**src/rtl/i2c_codec_responder.sv**
```systemverilog
// I2C write-only responder for a codec control port: 7-bit register
// address plus 9-bit data per two-byte write, into a 10-entry register file.
module i2c_codec_responder #(
    parameter logic [6:0] DEV_ADDR    = 7'h1A,
    parameter int         SYNC_STAGES = 2
) (
    input  logic       i_clk,
    input  logic       i_rst_n,
    input  logic       i_scl,
    input  logic       i_sda,
    output logic       o_sda_oe,
    output logic       o_reg_we,
    output logic [6:0] o_reg_addr,
    output logic [8:0] o_reg_data,
    output logic       o_busy,
    output logic       o_addr_err,
    input  logic [3:0] i_rd_addr,
    output logic [8:0] o_rd_data
);

    localparam int         NREG    = 10;
    localparam logic [6:0] RST_REG = 7'h0F;
    localparam logic [7:0] WR_ADDR = {DEV_ADDR, 1'b0};

    typedef enum logic [2:0] {
        S_IDLE,
        S_ADDR,
        S_ACK_A,
        S_BYTE1,
        S_ACK_1,
        S_BYTE2,
        S_ACK_2,
        S_IGNORE
    } state_e;

    function automatic logic [8:0] rf_default(input int idx);
        logic [8:0] v;
        case (idx)
            0, 1:    v = 9'h097;
            2, 3:    v = 9'h079;
            4:       v = 9'h00A;
            5:       v = 9'h008;
            6:       v = 9'h09F;
            7:       v = 9'h00A;
            default: v = 9'h000;
        endcase
        return v;
    endfunction

    logic [SYNC_STAGES-1:0] scl_sync_q;
    logic [SYNC_STAGES-1:0] sda_sync_q;
    logic                   scl_prev_q;
    logic                   sda_prev_q;

    state_e     state_q, state_d;
    logic [2:0] cnt_q, cnt_d;
    logic [6:0] shreg_q, shreg_d;
    logic       ack_drv_q, ack_drv_d;
    logic [7:0] b1_q, b1_d;
    logic [7:0] b2_q, b2_d;
    logic       reg_we_q, reg_we_d;
    logic       addr_err_q, addr_err_d;
    logic [6:0] reg_addr_q;
    logic [8:0] reg_data_q;
    logic [8:0] rf_q [NREG];

    logic       scl_s, sda_s;
    logic       scl_rise, scl_fall;
    logic       start_ev, stop_ev;
    logic       last_bit;
    logic [7:0] byte_in;

    // Idle bus is high, so synchronizers reset to 1 to avoid a false event.
    always_ff @(posedge i_clk or negedge i_rst_n) begin
        if (!i_rst_n) begin
            scl_sync_q <= '1;
            sda_sync_q <= '1;
            scl_prev_q <= 1'b1;
            sda_prev_q <= 1'b1;
        end else begin
            for (int i = SYNC_STAGES - 1; i > 0; i--) begin
                scl_sync_q[i] <= scl_sync_q[i-1];
                sda_sync_q[i] <= sda_sync_q[i-1];
            end
            scl_sync_q[0] <= i_scl;
            sda_sync_q[0] <= i_sda;
            scl_prev_q    <= scl_s;
            sda_prev_q    <= sda_s;
        end
    end

    assign scl_s    = scl_sync_q[SYNC_STAGES-1];
    assign sda_s    = sda_sync_q[SYNC_STAGES-1];
    assign scl_rise = scl_s & ~scl_prev_q;
    assign scl_fall = ~scl_s & scl_prev_q;
    assign start_ev = scl_s & scl_prev_q & sda_prev_q & ~sda_s;
    assign stop_ev  = scl_s & scl_prev_q & ~sda_prev_q & sda_s;
    assign byte_in  = {shreg_q, sda_s};
    assign last_bit = scl_rise & (cnt_q == 3'd7);

    always_ff @(posedge i_clk or negedge i_rst_n) begin
        if (!i_rst_n) begin
            state_q    <= S_IDLE;
            cnt_q      <= '0;
            shreg_q    <= '0;
            ack_drv_q  <= 1'b0;
            b1_q       <= '0;
            b2_q       <= '0;
            reg_we_q   <= 1'b0;
            addr_err_q <= 1'b0;
            reg_addr_q <= '0;
            reg_data_q <= '0;
            for (int i = 0; i < NREG; i++) begin
                rf_q[i] <= rf_default(i);
            end
        end else begin
            state_q    <= state_d;
            cnt_q      <= cnt_d;
            shreg_q    <= shreg_d;
            ack_drv_q  <= ack_drv_d;
            b1_q       <= b1_d;
            b2_q       <= b2_d;
            reg_we_q   <= reg_we_d;
            addr_err_q <= addr_err_d;
            if (reg_we_d) begin
                reg_addr_q <= b1_q[7:1];
                reg_data_q <= {b1_q[0], b2_q};
                if (b1_q[7:1] == RST_REG) begin
                    for (int i = 0; i < NREG; i++) begin
                        rf_q[i] <= rf_default(i);
                    end
                end else if (b1_q[7:1] < 7'd10) begin
                    rf_q[b1_q[4:1]] <= {b1_q[0], b2_q};
                end
            end
        end
    end

    // ACK slot: first SCL fall drives SDA low, second fall releases it.
    always_comb begin
        state_d   = state_q;
        cnt_d     = cnt_q;
        shreg_d   = shreg_q;
        ack_drv_d = ack_drv_q;
        b1_d      = b1_q;
        b2_d      = b2_q;
        if (stop_ev) begin
            state_d   = S_IDLE;
            cnt_d     = '0;
            ack_drv_d = 1'b0;
        end else if (start_ev) begin
            state_d   = S_ADDR;
            cnt_d     = '0;
            shreg_d   = '0;
            ack_drv_d = 1'b0;
        end else begin
            case (state_q)
                S_ADDR, S_BYTE1, S_BYTE2: begin
                    if (scl_rise) begin
                        shreg_d = byte_in[6:0];
                        cnt_d   = cnt_q + 3'd1;
                    end
                    if (last_bit) begin
                        case (state_q)
                            S_ADDR: begin
                                state_d = (byte_in == WR_ADDR) ? S_ACK_A : S_IGNORE;
                            end
                            S_BYTE1: begin
                                b1_d    = byte_in;
                                state_d = S_ACK_1;
                            end
                            default: begin
                                b2_d    = byte_in;
                                state_d = S_ACK_2;
                            end
                        endcase
                    end
                end
                S_ACK_A, S_ACK_1, S_ACK_2: begin
                    if (scl_fall) begin
                        if (!ack_drv_q) begin
                            ack_drv_d = 1'b1;
                        end else begin
                            ack_drv_d = 1'b0;
                            cnt_d     = '0;
                            case (state_q)
                                S_ACK_A: state_d = S_BYTE1;
                                S_ACK_1: state_d = S_BYTE2;
                                default: state_d = S_IGNORE;
                            endcase
                        end
                    end
                end
                default: ;
            endcase
        end
    end

    always_comb begin
        o_busy   = (state_q != S_IDLE);
        o_sda_oe = ack_drv_q & ((state_q == S_ACK_A) |
                                (state_q == S_ACK_1) |
                                (state_q == S_ACK_2));
        reg_we_d = (state_q == S_ACK_2) & ~ack_drv_q & scl_fall &
                   ~start_ev;
        addr_err_d = (state_q == S_ADDR) & last_bit & ~start_ev &
                     ~stop_ev & (byte_in != WR_ADDR);
    end

    assign o_reg_we   = reg_we_q;
    assign o_addr_err = addr_err_q;
    assign o_reg_addr = reg_addr_q;
    assign o_reg_data = reg_data_q;
    assign o_rd_data  = (i_rd_addr < 4'd10) ? rf_q[i_rd_addr] : 9'h000;

endmodule

```
**config.mk**
```make
export PLATFORM = sky130hd
export DESIGN_NAME = i2c_codec_responder
export DESIGN_NICKNAME = d
export VERILOG_FILES = /design/src/rtl/i2c_codec_responder.sv
export SDC_FILE = /design/constraint.sdc
export NUM_CORES = 1
export LEC_CHECK = 0
export CAP_MARGIN = 20
export CORE_MARGIN = 5
export CORE_UTILIZATION = 28
export CTS_BUF_LIST = sky130_fd_sc_hd__clkbuf_4 sky130_fd_sc_hd__clkbuf_8
export CTS_CLUSTER_DIAMETER = 200
export DETAILED_ROUTE_END_ITERATION = 16
export DONT_BUFFER_PORTS = 1
export PLACE_DENSITY = 0.4
export SLEW_MARGIN = 15
export SYNTH_ARGS = -nofsm -noshare
export SYNTH_HDL_FRONTEND = slang
export SYNTH_SLANG_ARGS = --single-unit
```
**constraint.sdc**
```tcl
create_clock -name i_clk -period 2 [get_ports i_clk]
set_input_delay 0.3 -clock i_clk [delete_from_list [all_inputs] [get_ports i_clk]]
set_output_delay 0.3 -clock i_clk [all_outputs]
set_load 0.01 [all_outputs]
```
* Word-level counts from Yosys, hierarchy flattened
Cells that the tools add are included.
** Storage, ports and cells
- Register bits after elaboration :: 144
- Bits of input ports :: 8
** Cells by class
- Eq/ne operators :: 14
- Muxes and demuxes :: 32
- $add $sub $neg :: 1
- $lt $le $gt $ge :: 5
- Reductions and logical operators :: 18
- Bitwise operators :: 28
** Operators by type and width (number)
- two-way mux 90 bit :: 2
- bitwise mux 90 bit :: 1
- binary-select mux 9 bit (select 4 bit) :: 1
- demux 9 bit (select 4 bit) :: 1
- two-way mux 9 bit :: 4
- two-way mux 3 bit :: 11
- one-hot mux 3 bit (2 select lines) :: 4
- two-way mux 7 bit :: 3
- bitwise AND 1 bit :: 16
- != test 4 bit, second input constant :: 4
- equality test 3 bit, second input constant :: 4
- >= comparator 5 bit, second input constant :: 2
- inverter 4 -> 5 bit :: 2
- AND reduction 5 bit :: 2
- nonzero test 3 bit :: 3
- equality test 8 x 6 -> 1 bit, second input constant :: 1
- != test 8 x 6 -> 1 bit, second input constant :: 1
- inverter 1 bit :: 8
- AND reduction 4 bit :: 2
- equality test 7 x 4 -> 1 bit, second input constant :: 1
- less-than comparator 7 x 4 -> 1 bit, second input constant :: 1
- equality test 3 x 2 -> 1 bit, second input constant :: 2
- nonzero test 2 bit :: 3
- OR reduction 3 bit :: 2
- other kinds (11) :: 17

* Logic depth before layout (Yosys ltp)
- Depth after elaboration :: 8
- Gate-level depth with buffers :: 7
- Gate-level depth less buffers :: 6

* Worst setup path before layout
Ideal clock, no wire load.
- Path kind :: input to output
- Start point :: input i_rd_addr[0]
- End point :: output o_rd_data[7]
- Stages :: 5
- Path buffers :: 2
- Arrival time :: 1.568 ns
- Path slack :: 0.132 ns
- Cells stage by stage :: buf_2 buf_2 mux4_2 nand3_1 o21ai_0
** Between the ends
- Longest elaborated chain between the ends :: 5
- Elaborated cells between the ends (all ways) :: 6
- Those cells by class :: order compare (1); mux (4); bitwise (1)
** RTL lines
- start, declared :: RTL line 17 : input logic [3:0] i_rd_addr,
- inverter 4 -> 5 bit (implied by the code) :: RTL line 214 : assign o_rd_data = (i_rd_addr < 4'd10) ? rf_q[i_rd_addr] : 9'h000;
- binary-select mux 9 bit (select 4 bit) :: RTL line 214
- two-way mux 9 bit (implied by the code) (2 in series) :: RTL line 214
- two-way mux 9 bit (*) :: RTL line 214
- end, declared :: RTL line 18 : output logic [8:0] o_rd_data
Every way passes the cells marked *; elsewhere a longest branch is shown, timed or not. The select of a mux whose other input is x is not followed.

* Worst setup path in the final report
- Start point :: register rf_q[64] (netlist bit)
- End point :: output o_rd_data[1]
** Between the ends
- Longest elaborated chain between the ends :: 4
** RTL lines
- start, declared :: RTL line 65 : logic [8:0] rf_q [NREG];
- start signal, assigned by index :: RTL line 114 : rf_q[i] <= rf_default(i);
- start signal, assigned by index :: RTL line 130 : rf_q[i] <= rf_default(i);
- start signal, assigned by index :: RTL line 133 : rf_q[b1_q[4:1]] <= {b1_q[0], b2_q};
- binary-select mux 9 bit (select 4 bit) :: RTL line 214
- two-way mux 9 bit (implied by the code) (2 in series) :: RTL line 214
- two-way mux 9 bit :: RTL line 214
No other way between the ends. The select of a mux whose other input is x is not followed.

==> results.txt <==
The flow ran to the end, but the final reports show violations. The checks that failed: negative hold slack, negative setup slack. The sort of element at the start of the critical path is a flip-flop. The count of pins on the block boundary came out at 37.

The post-synthesis cell type count came out at 59. The wire length after detailed routing came out at 18600 microns. Dividing the detail-routed via count by the number of cells gives 4.951. The final weighted congestion in routability-driven placement is 0.7758. The worst-case register-to-register setup slack is 0.08 ns.

The repair_antennas step left the layout with diodes totalling 0. The number of synthesized flops with an enable pin came out at 0. The biggest area contributor in the post-synthesis netlist is dfrtp_1. The time the final worst path needs with I/O delays and setup is 2.004 ns. The total routing resource utilization after global routing came out at 14.32%. The worst register-to-register path ends at rf_q[53]. The average wire per standard cell is 20.76 microns. VDD sags by at most 309.9 uV. The clock-pin slew of the registers on the worst-case setup and hold paths is 0.08 ns.

The fraction of layout cells with a size suffix above 1 came out at 37.61%. The portion of the clock cycle consumed by the worst path in the final layout came out at 100.2%. The arithmetic-cell share of the synthesized area counting full adders, half adders and majority gates came out at 0.3713%. The count of endpoints failing setup in the final report came out at 1. The most common cell in the synthesized netlist is dfrtp_1.

The overall power consumption came out at 5.289 mW. The worst register-to-register path begins at scl_prev_q. For this block, the via count after detailed routing is 4436.

The number of placed instances, taps included, is 860. The simple-gate share of the synthesized area is 11.92%. The vertical die dimension is 165.2 microns. For the worst-skew pair, the clock arrives at the later sink with an insertion delay of 0.45 ns. The critical path is of the flip-flop to primary output type. The final layout contains 574 nets.

The clock skew is 0.01760 ns. The total DRC errors in the routed layout is 0. The number of hold buffers added after CTS was 2.

The count of yosys warnings during synthesis came out at 0. The net count of the mapped netlist is 548. Setup repair after global routing could not meet its margin everywhere.

The hold violation count in the final report was 144. In the synthesized netlist the async set-or-reset flop fraction comes to 100.0%. The number of antenna violations at the first check in global routing is 0. The headroom to the max-slew limit came out at 56.64%. The worst setup margin came out at -0.004371 ns. The number of buffers created by CTS is 17.

The worst setup path is captured at a primary output. The multiplexer area fraction after synthesis is 16.28%. In the final layout, the multi-input gates occupy 2912 sq um.

Measured in cells, the most critical reg-to-reg path has a length of 5. Entering global routing, the biggest net connects 145 pins. The worst hold margin came out at -0.4485 ns. The starting density of the core came out at 28.54%.

The CTS tree is built. The synthesized cell area is 6740 sq um. The min-delay analysis places its worst path in the category input pin to asynchronous set/reset pin. The die outline width came out at 165.2 microns. Registers take 3650 sq um. The count of non-filler cells in the finished layout came out at 896.

In the post-synthesis netlist, the biggest area contributors are dfrtp_1, dfstp_2, mux2_2, mux4_2, a22o_1. The number of max-slew violations in the final report is 0. The number of sinks on the clock net came out at 144. CTS built an H-tree with a depth of 4. The site row count came out at 56. The first TritonRoute pass finished after 4 iterations. The antenna violation net count after detailed routing is 0. The first global-routing pass estimated 29210 microns of wire. The remaining global-route overflow is 0. The final non-filler cell area is 7722 sq um. The number of instances in the synthesized netlist is 538. The synthesized netlist devotes 0.5198% of its cell area to XOR and XNOR gates. The synthesis-to-layout area growth is 14.57%. The dominant register cell in the synthesized netlist is dfrtp_1. The peak clock frequency supported by timing came out at 498.9 MHz. Cells fill 32.70% of the core in the end. The power density over the cells came out at 684.9 nW/um^2. In this run the standard cell core region covers 23610 sq um. The mean post-synth cell area came out at 12.53 sq um. The clock root buffer is clkbuf_8.

The port buffer count is 0. The fraction of post-synthesis cell area in the top cell type by area came out at 39.73%. By area, the combinational part of the netlist is dominated by multiplexers. The post-synthesis sequential element count is 144.

Data arrives at the worst endpoint at 1.70 ns. The leakage dissipation is 3.403 nW. The fill cell instance count of the final layout came out at 2390. Sequential elements use 54.15% of the synthesized area. The maximum fanout count along the critical path is 2. The initial DRC count came out at 257. For the pin with the worst max-slew slack, the measured transition is 0.6503 ns. The commonest cells after synthesis are dfrtp_1, nand2_1, mux2_2.

The share of the synthesized area in compound gates (AO/OA/AOI/OAI) is 13.16%. The number of max-cap violations came out at 0. The via count of the first global-routing pass is 4679.

The worst path required time came out at 1.70 ns. The standard cell area after detailed placement came out at 7266 sq um. The die footprint came out at 27270 sq um.

The buffer levels on the longest clock path came out at 2. The estimated wirelength of the detail-placed design came out at 12820 microns.
## critical path, cell delays in order (launching register included)
cell and delay, ns:
dfrtp_1 0.41, mux4_2 0.50, a21oi_2 0.15, o21ai_2 0.07, buf_4 0.14
## logic make-up (layout without fill, tap and decap cells)
kind of cell	count (synthesis)	after routing
flops	144	144
simple gates	138	138
compound gates	120	120
mux	78	78
buf+inv	52	91
xor+xnor	4	4
fa+ha+maj	2	2
## worst max-delay path by stage
stage | startpoint | end | slack, ns | depth (start not counted)
after floorplan | i_rd_addr[0] | o_rd_data[7] | 0.13 | 5
after global placement | scl_prev_q | rf_q[12] | 0.05 | 5
after detailed placement | scl_prev_q | rf_q[17] | 0.01 | 5
after CTS | rf_q[55] | o_rd_data[1] | -0.06 | 4
after global routing | rf_q[55] | o_rd_data[1] | -0.10 | 4
final | rf_q[64] | o_rd_data[1] | -0.004 | 4
## metrics by stage
step | setup WS, ns | TNS, ns
after global routing | -0.1022 | -0.3384
after CTS | -0.05689 | -0.07860
final | -0.004371 | -0.004371
after detailed placement | 0.009789 | 0
after floorplan | 0.1322 | 0
after global placement | 0.05383 | 0
## sequential cells by signal, summed over array words and instances (netlist names), 2 cells and up
register,flops
cnt_q,3
rf_q,90
o_reg_data,9
sda_sync_q,2
b1_q,8
b2_q,8
shreg_q,7
o_reg_addr,7
scl_sync_q,2
state_q,3
## layout make-up
| type | count | share of cell area [%] |
|---|---|---|
| sequential | 144 | 47.26 |
| tap | 319 | 5.169 |
| timing repair buffer | 44 | 4.553 |
| clock inverter | 11 | 1.086 |
| clock buffer | 21 | 3.500 |
| multi-input combinational | 342 | 37.70 |
| inverter | 15 | 0.7291 |
## cell usage in the layout, fill, tap and decap left out, types with 9 or more instances in the layout
cell / instances
buf_4: 40
nand2_1: 48
o21ai_0: 30
dfrtp_1: 107
inv_1: 14
clkbuf_8: 18
nor2_1: 20
mux4_2: 18
a22o_1: 39
mux2i_1: 11
a32o_1: 11
mux2_2: 41
dfstp_2: 37
nand3_1: 9
## repair_timing
action / in CTS / in global routing
pin swaps: 2 / 0
endpoints found under the hold margin: 146 / 144
buffers inserted: 2 / 0
setup endpoints to repair: 18 / 28
gates cloned: 0 / 0
resized for setup: 20 / 7
## report_power, final
group | internal (mW) | total [mW] | switching [mW]
clock network | 0.939 | 2.12 | 1.18
logic | 0.0738 | 0.146 | 0.0717
registers | 2.97 | 3.02 | 0.0531
total | 3.98 | 5.29 | 1.31
## metal layers
| metal | GRT usage (%) | share of wire [%] | vias up |
|---|---|---|---|
| met5 | 0 | 0 | - |
| met4 | 3.327 | 0.76 | 0 |
| met3 | 3.599 | 5.2 | 8 |
| met2 | 22.81 | 48 | 79 |
| met1 | 19.71 | 46 | 2315 |
| li1 | - | - | 2034 |
No activity file was read; power rests on OpenSTA's default activity.
